$ cat src/rtl/cbus_to_axi_bridge_if.sv
// Bundle of every signal between the CBus/AXI bridge and its neighbours.
// Bundle contents:
//   creq   CBus request from the CPU top (valid, is_write, size, addr,
//          strobe, data, len = beats-1).
//   cresp  CBus response back to the CPU top (ready, last, data).
//   AR/R, AW/W/B  AXI3 master channels toward the SoC interconnect,
//          including constant lock/cache/prot sideband fields.
// Modports:
//   master  the bridge's view: drives AXI master signals and cresp.
//   slave   the environment's view: drives creq and AXI slave responses.

package cbus_pkg;

  typedef struct packed {
    logic        valid;
    logic        is_write;
    logic [2:0]  size;
    logic [31:0] addr;
    logic [3:0]  strobe;
    logic [31:0] data;
    logic [3:0]  len;
  } cbus_req_t;

  typedef struct packed {
    logic        ready;
    logic        last;
    logic [31:0] data;
  } cbus_resp_t;

endpackage

interface cbus_to_axi_bridge_if #(parameter int ID_WIDTH = 4);
  import cbus_pkg::*;

  cbus_req_t           creq;
  cbus_resp_t          cresp;

  logic [ID_WIDTH-1:0] arid;
  logic [31:0]         araddr;
  logic [3:0]          arlen;
  logic [2:0]          arsize;
  logic [1:0]          arburst;
  logic [1:0]          arlock;
  logic [3:0]          arcache;
  logic [2:0]          arprot;
  logic                arvalid;
  logic                arready;

  logic [ID_WIDTH-1:0] rid;
  logic [31:0]         rdata;
  logic [1:0]          rresp;
  logic                rlast;
  logic                rvalid;
  logic                rready;

  logic [ID_WIDTH-1:0] awid;
  logic [31:0]         awaddr;
  logic [3:0]          awlen;
  logic [2:0]          awsize;
  logic [1:0]          awburst;
  logic [1:0]          awlock;
  logic [3:0]          awcache;
  logic [2:0]          awprot;
  logic                awvalid;
  logic                awready;

  logic [ID_WIDTH-1:0] wid;
  logic [31:0]         wdata;
  logic [3:0]          wstrb;
  logic                wlast;
  logic                wvalid;
  logic                wready;

  logic [ID_WIDTH-1:0] bid;
  logic [1:0]          bresp;
  logic                bvalid;
  logic                bready;

  modport master (
    input  creq,
    output cresp,
    output arid, araddr, arlen, arsize, arburst, arlock, arcache, arprot, arvalid,
    input  arready,
    input  rid, rdata, rresp, rlast, rvalid,
    output rready,
    output awid, awaddr, awlen, awsize, awburst, awlock, awcache, awprot, awvalid,
    input  awready,
    output wid, wdata, wstrb, wlast, wvalid,
    input  wready,
    input  bid, bresp, bvalid,
    output bready
  );

  modport slave (
    output creq,
    input  cresp,
    input  arid, araddr, arlen, arsize, arburst, arlock, arcache, arprot, arvalid,
    output arready,
    output rid, rdata, rresp, rlast, rvalid,
    input  rready,
    input  awid, awaddr, awlen, awsize, awburst, awlock, awcache, awprot, awvalid,
    output awready,
    input  wid, wdata, wstrb, wlast, wvalid,
    output wready,
    output bid, bresp, bvalid,
    input  bready
  );

endinterface

$ cat src/rtl/cbus_to_axi_bridge.sv
// Converts the CPU top's single CBus master port into an AXI3 master.
// One transaction at a time: single beats or INCR bursts of up to 16
// beats, reads and writes. Write completion is reported only after the B
// response, so a following request never overtakes an accepted write.
// Ports:
//   i_clk     system clock
//   i_resetn  synchronous active-low reset
//   bus       cbus_to_axi_bridge_if.master: creq in, cresp out, AXI3
//             master channels AR/R/AW/W/B.

module cbus_to_axi_bridge #(
  parameter int ID_WIDTH = 4
) (
  input  logic                        i_clk,
  input  logic                        i_resetn,
  cbus_to_axi_bridge_if.master        bus
);

  typedef enum logic [2:0] {
    ST_IDLE,
    ST_AR,
    ST_R,
    ST_AW,
    ST_W,
    ST_B
  } state_t;

  state_t     r_state;
  logic [3:0] r_count;
  logic       r_arvalid;
  logic       r_rready;
  logic       r_awvalid;
  logic       r_wvalid;
  logic       r_bready;

  logic       w_lastBeat;
  logic       w_unused;

  // The request fields are held stable by the master, so the beat counter
  // is compared directly against the live burst length.
  assign w_lastBeat = (r_count == bus.creq.len);

  // Transaction sequencer. Every valid/ready toward AXI is a registered
  // flag set on entry to its state and cleared on the handshake that
  // leaves it, so no valid ever depends combinationally on a ready.
  always_ff @(posedge i_clk) begin
    if (!i_resetn) begin
      r_state   <= ST_IDLE;
      r_count   <= 4'd0;
      r_arvalid <= 1'b0;
      r_rready  <= 1'b0;
      r_awvalid <= 1'b0;
      r_wvalid  <= 1'b0;
      r_bready  <= 1'b0;
    end else begin
      case (r_state)
        ST_IDLE: begin
          r_count <= 4'd0;
          if (bus.creq.valid) begin
            if (bus.creq.is_write) begin
              r_state   <= ST_AW;
              r_awvalid <= 1'b1;
            end else begin
              r_state   <= ST_AR;
              r_arvalid <= 1'b1;
            end
          end
        end
        ST_AR: begin
          if (bus.arready) begin
            r_state   <= ST_R;
            r_arvalid <= 1'b0;
            r_rready  <= 1'b1;
          end
        end
        ST_R: begin
          if (bus.rvalid && bus.rlast) begin
            r_state  <= ST_IDLE;
            r_rready <= 1'b0;
          end
        end
        ST_AW: begin
          if (bus.awready) begin
            r_state   <= ST_W;
            r_awvalid <= 1'b0;
            r_wvalid  <= 1'b1;
          end
        end
        ST_W: begin
          if (bus.wready) begin
            if (w_lastBeat) begin
              r_state  <= ST_B;
              r_wvalid <= 1'b0;
              r_bready <= 1'b1;
            end else begin
              r_count <= r_count + 4'd1;
            end
          end
        end
        ST_B: begin
          if (bus.bvalid) begin
            r_state  <= ST_IDLE;
            r_bready <= 1'b0;
          end
        end
        default: begin
          r_state <= ST_IDLE;
        end
      endcase
    end
  end

  // Address and write-data payloads pass straight through from the held
  // request, but are forced to zero whenever their channel is not valid so
  // the AXI side is fully quiet in idle and right after reset.
  assign bus.arid    = {ID_WIDTH{1'b0}};
  assign bus.araddr  = r_arvalid ? bus.creq.addr : 32'd0;
  assign bus.arlen   = r_arvalid ? bus.creq.len  : 4'd0;
  assign bus.arsize  = r_arvalid ? bus.creq.size : 3'd0;
  assign bus.arburst = r_arvalid ? 2'b01 : 2'b00;
  assign bus.arlock  = 2'b00;
  assign bus.arcache = 4'b0000;
  assign bus.arprot  = 3'b000;
  assign bus.arvalid = r_arvalid;
  assign bus.rready  = r_rready;

  assign bus.awid    = {ID_WIDTH{1'b0}};
  assign bus.awaddr  = r_awvalid ? bus.creq.addr : 32'd0;
  assign bus.awlen   = r_awvalid ? bus.creq.len  : 4'd0;
  assign bus.awsize  = r_awvalid ? bus.creq.size : 3'd0;
  assign bus.awburst = r_awvalid ? 2'b01 : 2'b00;
  assign bus.awlock  = 2'b00;
  assign bus.awcache = 4'b0000;
  assign bus.awprot  = 3'b000;
  assign bus.awvalid = r_awvalid;

  assign bus.wid     = {ID_WIDTH{1'b0}};
  assign bus.wdata   = r_wvalid ? bus.creq.data   : 32'd0;
  assign bus.wstrb   = r_wvalid ? bus.creq.strobe : 4'd0;
  assign bus.wlast   = r_wvalid & w_lastBeat;
  assign bus.wvalid  = r_wvalid;
  assign bus.bready  = r_bready;

  // CBus response. Read beats are forwarded as they arrive. Non-final
  // write beats are acknowledged on wready so the master advances its
  // data; the final beat is acknowledged only once B arrives, which keeps
  // the last data stable and makes completion mean "globally accepted".
  always_comb begin
    bus.cresp       = '0;
    bus.cresp.ready = (r_rready & bus.rvalid)
                    | (r_wvalid & bus.wready & ~w_lastBeat)
                    | (r_bready & bus.bvalid);
    bus.cresp.last  = (r_rready & bus.rvalid & bus.rlast)
                    | (r_bready & bus.bvalid);
    bus.cresp.data  = r_rready ? bus.rdata : 32'd0;
  end

  // Response IDs and error codes carry no information for this bridge.
  assign w_unused = ^{bus.rid, bus.rresp, bus.bid, bus.bresp};

endmodule

$ cat src/flat_wrapper.sv
// flat-port wrapper written by rule: the top's interface ports become plain ports
module cbus_to_axi_bridge_flat 
#(
  parameter int ID_WIDTH = 4
)
  (i_clk, i_resetn, bus_creq, bus_cresp, bus_arid, bus_araddr, bus_arlen, bus_arsize, bus_arburst, bus_arlock, bus_arcache, bus_arprot, bus_arvalid, bus_arready, bus_rid, bus_rdata, bus_rresp, bus_rlast, bus_rvalid, bus_rready, bus_awid, bus_awaddr, bus_awlen, bus_awsize, bus_awburst, bus_awlock, bus_awcache, bus_awprot, bus_awvalid, bus_awready, bus_wid, bus_wdata, bus_wstrb, bus_wlast, bus_wvalid, bus_wready, bus_bid, bus_bresp, bus_bvalid, bus_bready);
  cbus_to_axi_bridge_if #(.ID_WIDTH(ID_WIDTH)) bus_i ();
  input  logic i_clk;
  input  logic i_resetn;
  input wire logic [$bits(bus_i.creq)-1:0] bus_creq;
  output wire logic [$bits(bus_i.cresp)-1:0] bus_cresp;
  output wire logic [$bits(bus_i.arid)-1:0] bus_arid;
  output wire logic [$bits(bus_i.araddr)-1:0] bus_araddr;
  output wire logic [$bits(bus_i.arlen)-1:0] bus_arlen;
  output wire logic [$bits(bus_i.arsize)-1:0] bus_arsize;
  output wire logic [$bits(bus_i.arburst)-1:0] bus_arburst;
  output wire logic [$bits(bus_i.arlock)-1:0] bus_arlock;
  output wire logic [$bits(bus_i.arcache)-1:0] bus_arcache;
  output wire logic [$bits(bus_i.arprot)-1:0] bus_arprot;
  output wire logic [$bits(bus_i.arvalid)-1:0] bus_arvalid;
  input wire logic [$bits(bus_i.arready)-1:0] bus_arready;
  input wire logic [$bits(bus_i.rid)-1:0] bus_rid;
  input wire logic [$bits(bus_i.rdata)-1:0] bus_rdata;
  input wire logic [$bits(bus_i.rresp)-1:0] bus_rresp;
  input wire logic [$bits(bus_i.rlast)-1:0] bus_rlast;
  input wire logic [$bits(bus_i.rvalid)-1:0] bus_rvalid;
  output wire logic [$bits(bus_i.rready)-1:0] bus_rready;
  output wire logic [$bits(bus_i.awid)-1:0] bus_awid;
  output wire logic [$bits(bus_i.awaddr)-1:0] bus_awaddr;
  output wire logic [$bits(bus_i.awlen)-1:0] bus_awlen;
  output wire logic [$bits(bus_i.awsize)-1:0] bus_awsize;
  output wire logic [$bits(bus_i.awburst)-1:0] bus_awburst;
  output wire logic [$bits(bus_i.awlock)-1:0] bus_awlock;
  output wire logic [$bits(bus_i.awcache)-1:0] bus_awcache;
  output wire logic [$bits(bus_i.awprot)-1:0] bus_awprot;
  output wire logic [$bits(bus_i.awvalid)-1:0] bus_awvalid;
  input wire logic [$bits(bus_i.awready)-1:0] bus_awready;
  output wire logic [$bits(bus_i.wid)-1:0] bus_wid;
  output wire logic [$bits(bus_i.wdata)-1:0] bus_wdata;
  output wire logic [$bits(bus_i.wstrb)-1:0] bus_wstrb;
  output wire logic [$bits(bus_i.wlast)-1:0] bus_wlast;
  output wire logic [$bits(bus_i.wvalid)-1:0] bus_wvalid;
  input wire logic [$bits(bus_i.wready)-1:0] bus_wready;
  input wire logic [$bits(bus_i.bid)-1:0] bus_bid;
  input wire logic [$bits(bus_i.bresp)-1:0] bus_bresp;
  input wire logic [$bits(bus_i.bvalid)-1:0] bus_bvalid;
  output wire logic [$bits(bus_i.bready)-1:0] bus_bready;
  assign bus_i.creq = bus_creq;
  assign bus_cresp = bus_i.cresp;
  assign bus_arid = bus_i.arid;
  assign bus_araddr = bus_i.araddr;
  assign bus_arlen = bus_i.arlen;
  assign bus_arsize = bus_i.arsize;
  assign bus_arburst = bus_i.arburst;
  assign bus_arlock = bus_i.arlock;
  assign bus_arcache = bus_i.arcache;
  assign bus_arprot = bus_i.arprot;
  assign bus_arvalid = bus_i.arvalid;
  assign bus_i.arready = bus_arready;
  assign bus_i.rid = bus_rid;
  assign bus_i.rdata = bus_rdata;
  assign bus_i.rresp = bus_rresp;
  assign bus_i.rlast = bus_rlast;
  assign bus_i.rvalid = bus_rvalid;
  assign bus_rready = bus_i.rready;
  assign bus_awid = bus_i.awid;
  assign bus_awaddr = bus_i.awaddr;
  assign bus_awlen = bus_i.awlen;
  assign bus_awsize = bus_i.awsize;
  assign bus_awburst = bus_i.awburst;
  assign bus_awlock = bus_i.awlock;
  assign bus_awcache = bus_i.awcache;
  assign bus_awprot = bus_i.awprot;
  assign bus_awvalid = bus_i.awvalid;
  assign bus_i.awready = bus_awready;
  assign bus_wid = bus_i.wid;
  assign bus_wdata = bus_i.wdata;
  assign bus_wstrb = bus_i.wstrb;
  assign bus_wlast = bus_i.wlast;
  assign bus_wvalid = bus_i.wvalid;
  assign bus_i.wready = bus_wready;
  assign bus_i.bid = bus_bid;
  assign bus_i.bresp = bus_bresp;
  assign bus_i.bvalid = bus_bvalid;
  assign bus_bready = bus_i.bready;
  cbus_to_axi_bridge #(.ID_WIDTH(ID_WIDTH)) u_core (.i_clk(i_clk), .i_resetn(i_resetn), .bus(bus_i));
endmodule
$ cat config.mk
export PLATFORM = sky130hd
export DESIGN_NAME = cbus_to_axi_bridge_flat
export DESIGN_NICKNAME = d
export VERILOG_FILES = /design/src/rtl/cbus_to_axi_bridge_if.sv /design/src/rtl/cbus_to_axi_bridge.sv /design/src/flat_wrapper.sv
export SDC_FILE = /design/constraint.sdc
export NUM_CORES = 1
export LEC_CHECK = 0
export ABC_AREA = 1
export CAP_MARGIN = 10
export CORE_AREA = 4 4 120 122
export DETAILED_ROUTE_END_ITERATION = 7
export DIE_AREA = 0 0 124 126
export GPL_ROUTABILITY_DRIVEN = 0
export PLACE_DENSITY = 0.7
export SYNTH_ARGS = -nofsm -noshare
export SYNTH_HDL_FRONTEND = slang
export SYNTH_SLANG_ARGS = --single-unit
$ cat constraint.sdc
create_clock -name i_clk -period 1.4 [get_ports i_clk]
set_clock_uncertainty 0.2 [all_clocks]
set_input_delay 0.21 -clock i_clk [delete_from_list [all_inputs] [get_ports i_clk]]
set_output_delay 0.21 -clock i_clk [all_outputs]
set_load 0.05 [all_outputs]
Word level (Yosys, flattened, before mapping)
Cells that the tools add are included.
Widths: inputs -> output; s select.
{"block": "totals", "regBits": 12, "output_inout_bits": 188, "in_bits": 129, "wordCells": 91}
{"block": "classes", "n_eq_ne": 16, "reduce_logical": 15, "bitwise": 10, "muxes": 42, "add_sub_neg": 1}
{"cell": "$mux 32", "count": 4}
{"cell": "$mux 3", "count": 9}
{"cell": "$mux 4", "count": 5}
{"cell": "$pmux 3 s6", "count": 1}
{"cell": "$mux 1", "count": 16}
{"cell": "$ne 2x2->1 const B", "count": 8}
{"cell": "$reduce_and 4->1", "count": 4}
{"cell": "$reduce_bool 2->1", "count": 6}
{"cell": "$pmux 1 s2", "count": 5}
{"cell": "$pmux 4 s2", "count": 1}
{"cell": "$reduce_and 7->1", "count": 1}
{"cell": "$and 1x1->1", "count": 6}
{"cell": "$eq 3x2->1 const B", "count": 2}
{"cell": "$eq 3x3->1 const B", "count": 2}
{"cell": "$reduce_and 3->1", "count": 2}
{"cell": "$add 4x1->4 const B", "count": 1}
{"cell": "$eq 4x4->1", "count": 1}
{"cell": "$ne 2x1->1 const B", "count": 2}
{"cell": "$eq 3x1->1 const B", "count": 1}
{"cell": "$logic_not 3->1", "count": 1}
{"cell": "$or 1x1->1", "count": 3}
{"cell": "$mux 2", "count": 1}
{"cell": "$logic_and 1x1->1", "count": 1}
{"cell": "$not 1->1", "count": 1}

Depth between registers and ports, before layout
{"block": "depth", "word_depth": 5, "depth_mapped": 10}

Worst setup path after synthesis
OpenSTA, ideal clock, no wires.
{"block": "synth_timing", "path_kind": "reg2out", "from": "register u_core.r_bready (netlist: u_core.bus.bready)", "to": "output bus_cresp[32]", "t_arrival_ps": 1863, "path_buffers": 0, "path_stages_with_launch": 3, "required_time_ps": 990, "setup_slack_ps": -873, "cell_sequence": "dfxtp_1 inv_1 o21ai_0"}
{"block": "synth_between", "elab_chain_cells": 2}
{"item": "from (decl)", "line": "cbus_to_axi_bridge.sv:34", "text": "logic r_bready;"}
{"item": "from (signal assigned)", "line": "cbus_to_axi_bridge.sv:54", "text": "r_bready <= 1'b0;"}
{"item": "from (signal assigned)", "line": "cbus_to_axi_bridge.sv:94", "text": "r_bready <= 1'b1;"}
{"item": "from (signal assigned)", "line": "cbus_to_axi_bridge.sv:103", "text": "r_bready <= 1'b0;"}
{"item": "$and 1x1->1", "line": "cbus_to_axi_bridge.sv:154", "text": "| (r_bready & bus.bvalid);"}
{"item": "$or 1x1->1", "line": "cbus_to_axi_bridge.sv:154"}
{"item": "to (decl)", "line": "flat_wrapper.sv:11", "text": "output wire logic [$bits(bus_i.cresp)-1:0] bus_cresp;"}
Every way passes these cells.

Worst setup path in the final report
{"block": "layout_timing", "from": "register u_core.r_count[1]", "to": "register u_core.r_state[1]"}
{"block": "layout_between", "elab_chain_cells": 3}
{"item": "from (decl)", "line": "cbus_to_axi_bridge.sv:29", "text": "logic [3:0] r_count;"}
{"item": "from (signal assigned)", "line": "cbus_to_axi_bridge.sv:96", "text": "r_count <= r_count + 4'd1;"}
{"item": "$eq 4x4->1", "line": "cbus_to_axi_bridge.sv:41", "text": "assign w_lastBeat = (r_count == bus.creq.len);"}
{"item": "$ne 2x1->1 (no line)"}
{"item": "$reduce_and 7->1 (no line)"}
{"item": "to (signal assigned)", "line": "cbus_to_axi_bridge.sv:48", "text": "r_state <= ST_IDLE;"}
{"item": "to (signal assigned)", "line": "cbus_to_axi_bridge.sv:61", "text": "r_state <= ST_AW;"}
{"item": "to (signal assigned)", "line": "cbus_to_axi_bridge.sv:64", "text": "r_state <= ST_AR;"}
{"item": "to (decl)", "line": "cbus_to_axi_bridge.sv:28", "text": "state_t r_state;"}
Every way passes these cells.
A chain may end at the register's enable or synchronous reset.

==> results.md <==
* Slew Limit Fails at 0
* DR vias/cell at 4.01
* Area delta synth->final at 331%
* Global route total overflow at 0
* Outcome: finished with violations
* Commonest cells in the synthesized netlist: nand2_1 (180), inv_1 (169), buf_4 (34)
* Initial DRC Count at 135
* RSZ-0062 raised after global routing: yes
* Yosys top cell area share at 0.298
* DR DRC count at 0
* FP Rows at 42
* Post-route cell area at 9790 µm²
* Worst R2R Start: u_core.r_count[1]
* Worst Hold Class: input port to flop
* Post-synth cell types at 21
* Hold slack at 315 ps
* Clk Latency, worst-skew pair at 250 ps
* WS Path Type: flop to flop
* Crit path DAT at 1790 ps
* #FFs+latches synth at 12
* Routed vias at 4004
* Largest family of logic cells by synthesized area: buffers and inverters
* Synth Area in Simple Gates at 0.414
* XOR/XNOR share of the synthesized area at 0.00772
* Total track usage at 0.209
* I/O pins at 317
* CP Launch Point: u_core.r_count[1]
* Cts bufs inserted at 3
* CTS tree: done
* Layout cells sized above 1 at 0.738
* Placed cell areas at 7860 µm²
* EDFF count, synth at 0
* Chip width at 124 µm
* Final min period at 1820 ps
* ANT nets after route at 0
* Synth Cell Area at 2270 µm²
* Pwr/cell area at 1350 nW/µm²
* Area share of fa/ha/maj cells after synthesis at 0.00551
* Core Area at 13200 µm²
* Largest area contributor in the netlist: nand2_1
* Max Cap Viol at 0
* Area of the die at 15600 µm²
* Synth Instances at 481
* Most common cell in the synthesized netlist: nand2_1
* Die Y at 126 µm
* Post-Syn Area per Cell at 4.72 µm²
* Clock tree buffer depth at 2
* Root Buffer: clkbuf_16
* Tcrit/Tclk final at 1.30
* CTS Sinks at 12
* Vias in the first global route at 4480
* Achievable Freq at 550 MHz
* Req. time, crit path at 1370 ps
* Final HPWL DP at 11.7 mm
* Routed length per instance at 18.0 µm
* Crit Path Max Fanout at 3
* Peak VDD IR at 1320 µV
* CP Capture Type: flop
* Final setup viols at 166
* Ant. Diodes at 0
* Final hold violation count at 0
* Leak at 4.37 nW
* Seq/Total Area, Yosys at 0.106
* Top area cells in the synthesized netlist: nand2_1 (30%), inv_1 (28%), buf_4 (11%), dfxtp_1 (11%), clkbuf_1 (2.6%)
* HP Start: bus_wready
* Synth Flop Type: dfxtp_1
* Synth async-reset ratio at 0
* DR pass1 iterations at 4
* Hold buffer count at CTS at 0
* Largest net degree at the start of global routing at 9
* Synth Area in Compound Gates at 0.0386
* H-tree depth at 1
* Setup WS post-layout at -418 ps
* Initial antenna violation count at 0
* Total Neg Setup Slack at -36030 ps
* Startpoint Class: flop
* Final Routed Wirelength at 18.0 mm
* Initial Util at 0.172
* Nets at 953
* Mux cell area share after synthesis at 0
* Yosys warnings at 0
* Worst-path clk slew at 50 ps
* PortBufs at 272
* Failing checks: negative setup slack
* First-pass GRT wire length at 25.1 mm
-- through the flow --
stage | cells | utilization | setup WS (ps) | total power [mW]
finish | 998 | 0.742 | -418 | 13.3
global route | 998 | 0.742 | -466 | 13.7
CTS | 1003 | 0.730 | -365 | 12.8
detailed placement | 955 | 0.596 | -530 | 9.76
global placement | 955 | 0.596 | -535 | 9.66
floorplan | 512 | - | -288 | 5.49
-- power by group --
group | leakage (nW) | switching, mW | internal, mW
Combinational | 4.22 | 6.54 | 5.50
Clock | 0.0385 | 0.175 | 0.378
Sequential | 0.106 | 0.199 | 0.465
-- metal layers --
| metal | routed length, µm | vias up | GRT usage |
|---|---|---|---|
| met5 | 0 | - | 0 |
| met4 | 408 | 0 | 0.0625 |
| met3 | 737 | 28 | 0.0336 |
| met2 | 11000 | 137 | 0.430 |
| met1 | 5790 | 1901 | 0.204 |
| li1 | - | 1938 | - |
-- critical path: stages (launching register included) --
cell     delay [ps]
dfxtp_4         360
inv_2            40
nand2_2          50
nand2_2          70
nor2_4          150
nand2_4          80
buf_4           140
buf_6           100
buf_6           110
nand2_4          70
inv_2            30
nor2_1          110
nor2_1          100
nor2_1          130
-- cell families (layout without fill, tap and decap cells) --
group / after synthesis / count (layout)
flops: 12 / 12
fa+ha+maj: 1 / 1
buf+inv: 224 / 534
compound gates: 17 / 17
other cells: 1 / 32
xor+xnor: 2 / 2
simple gates: 224 / 224
-- sequential cells by signal, summed over array words and instances, names as in the netlist --
signal              flops
u_core.bus.wvalid       1
u_core.bus.rready       1
u_core.r_state          3
u_core.bus.awvalid      1
u_core.bus.bready       1
u_core.r_count          4
u_core.bus.arvalid      1
-- layout make-up --
| class | instances | area [µm²] |
|---|---|---|
| Clock buffer | 3 | 75.1 |
| Sequential cell | 12 | 278 |
| Inverter | 174 | 1190 |
| Clock inverter | 1 | 3.75 |
| Fill cell | 777 | 3400 |
| Multi-Input combinational cell | 276 | 2520 |
| Timing Repair Buffer | 356 | 5500 |
| Tap cell | 176 | 220 |
-- path summary, 6_finish.rpt --
check,cells past startpoint,to,slack [ps]
max,13,u_core.r_state[1],-420
min,4,u_core.r_count[1],310
max reg2reg,13,u_core.r_state[1],-420
min reg2reg,2,u_core.bus.bready,340
-- repair_timing --
action	4_1_cts	5_1_grt
endpoints found under the setup margin	162	167
gates resized for setup	283	104
pin swaps	10	19
buffers inserted	31	13
cloned	14	0
-- cells in the final DEF (no fill, tap or decap), types with 6 or more instances in the layout --
master / count
nand2_1: 21
nand2_2: 13
a21oi_2: 7
conb_1: 32
buf_4: 28
nor2_1: 9
buf_12: 178
buf_6: 19
dfxtp_4: 9
inv_1: 17
inv_2: 12
inv_4: 7
clkdlybuf4s50_1: 103
nor2_4: 8
buf_16: 9
dlygate4sd2_1: 7
nand2_4: 147
dlymetal6s2s_1: 6
clkinvlp_4: 138
(Power assumes the default switching activity.)
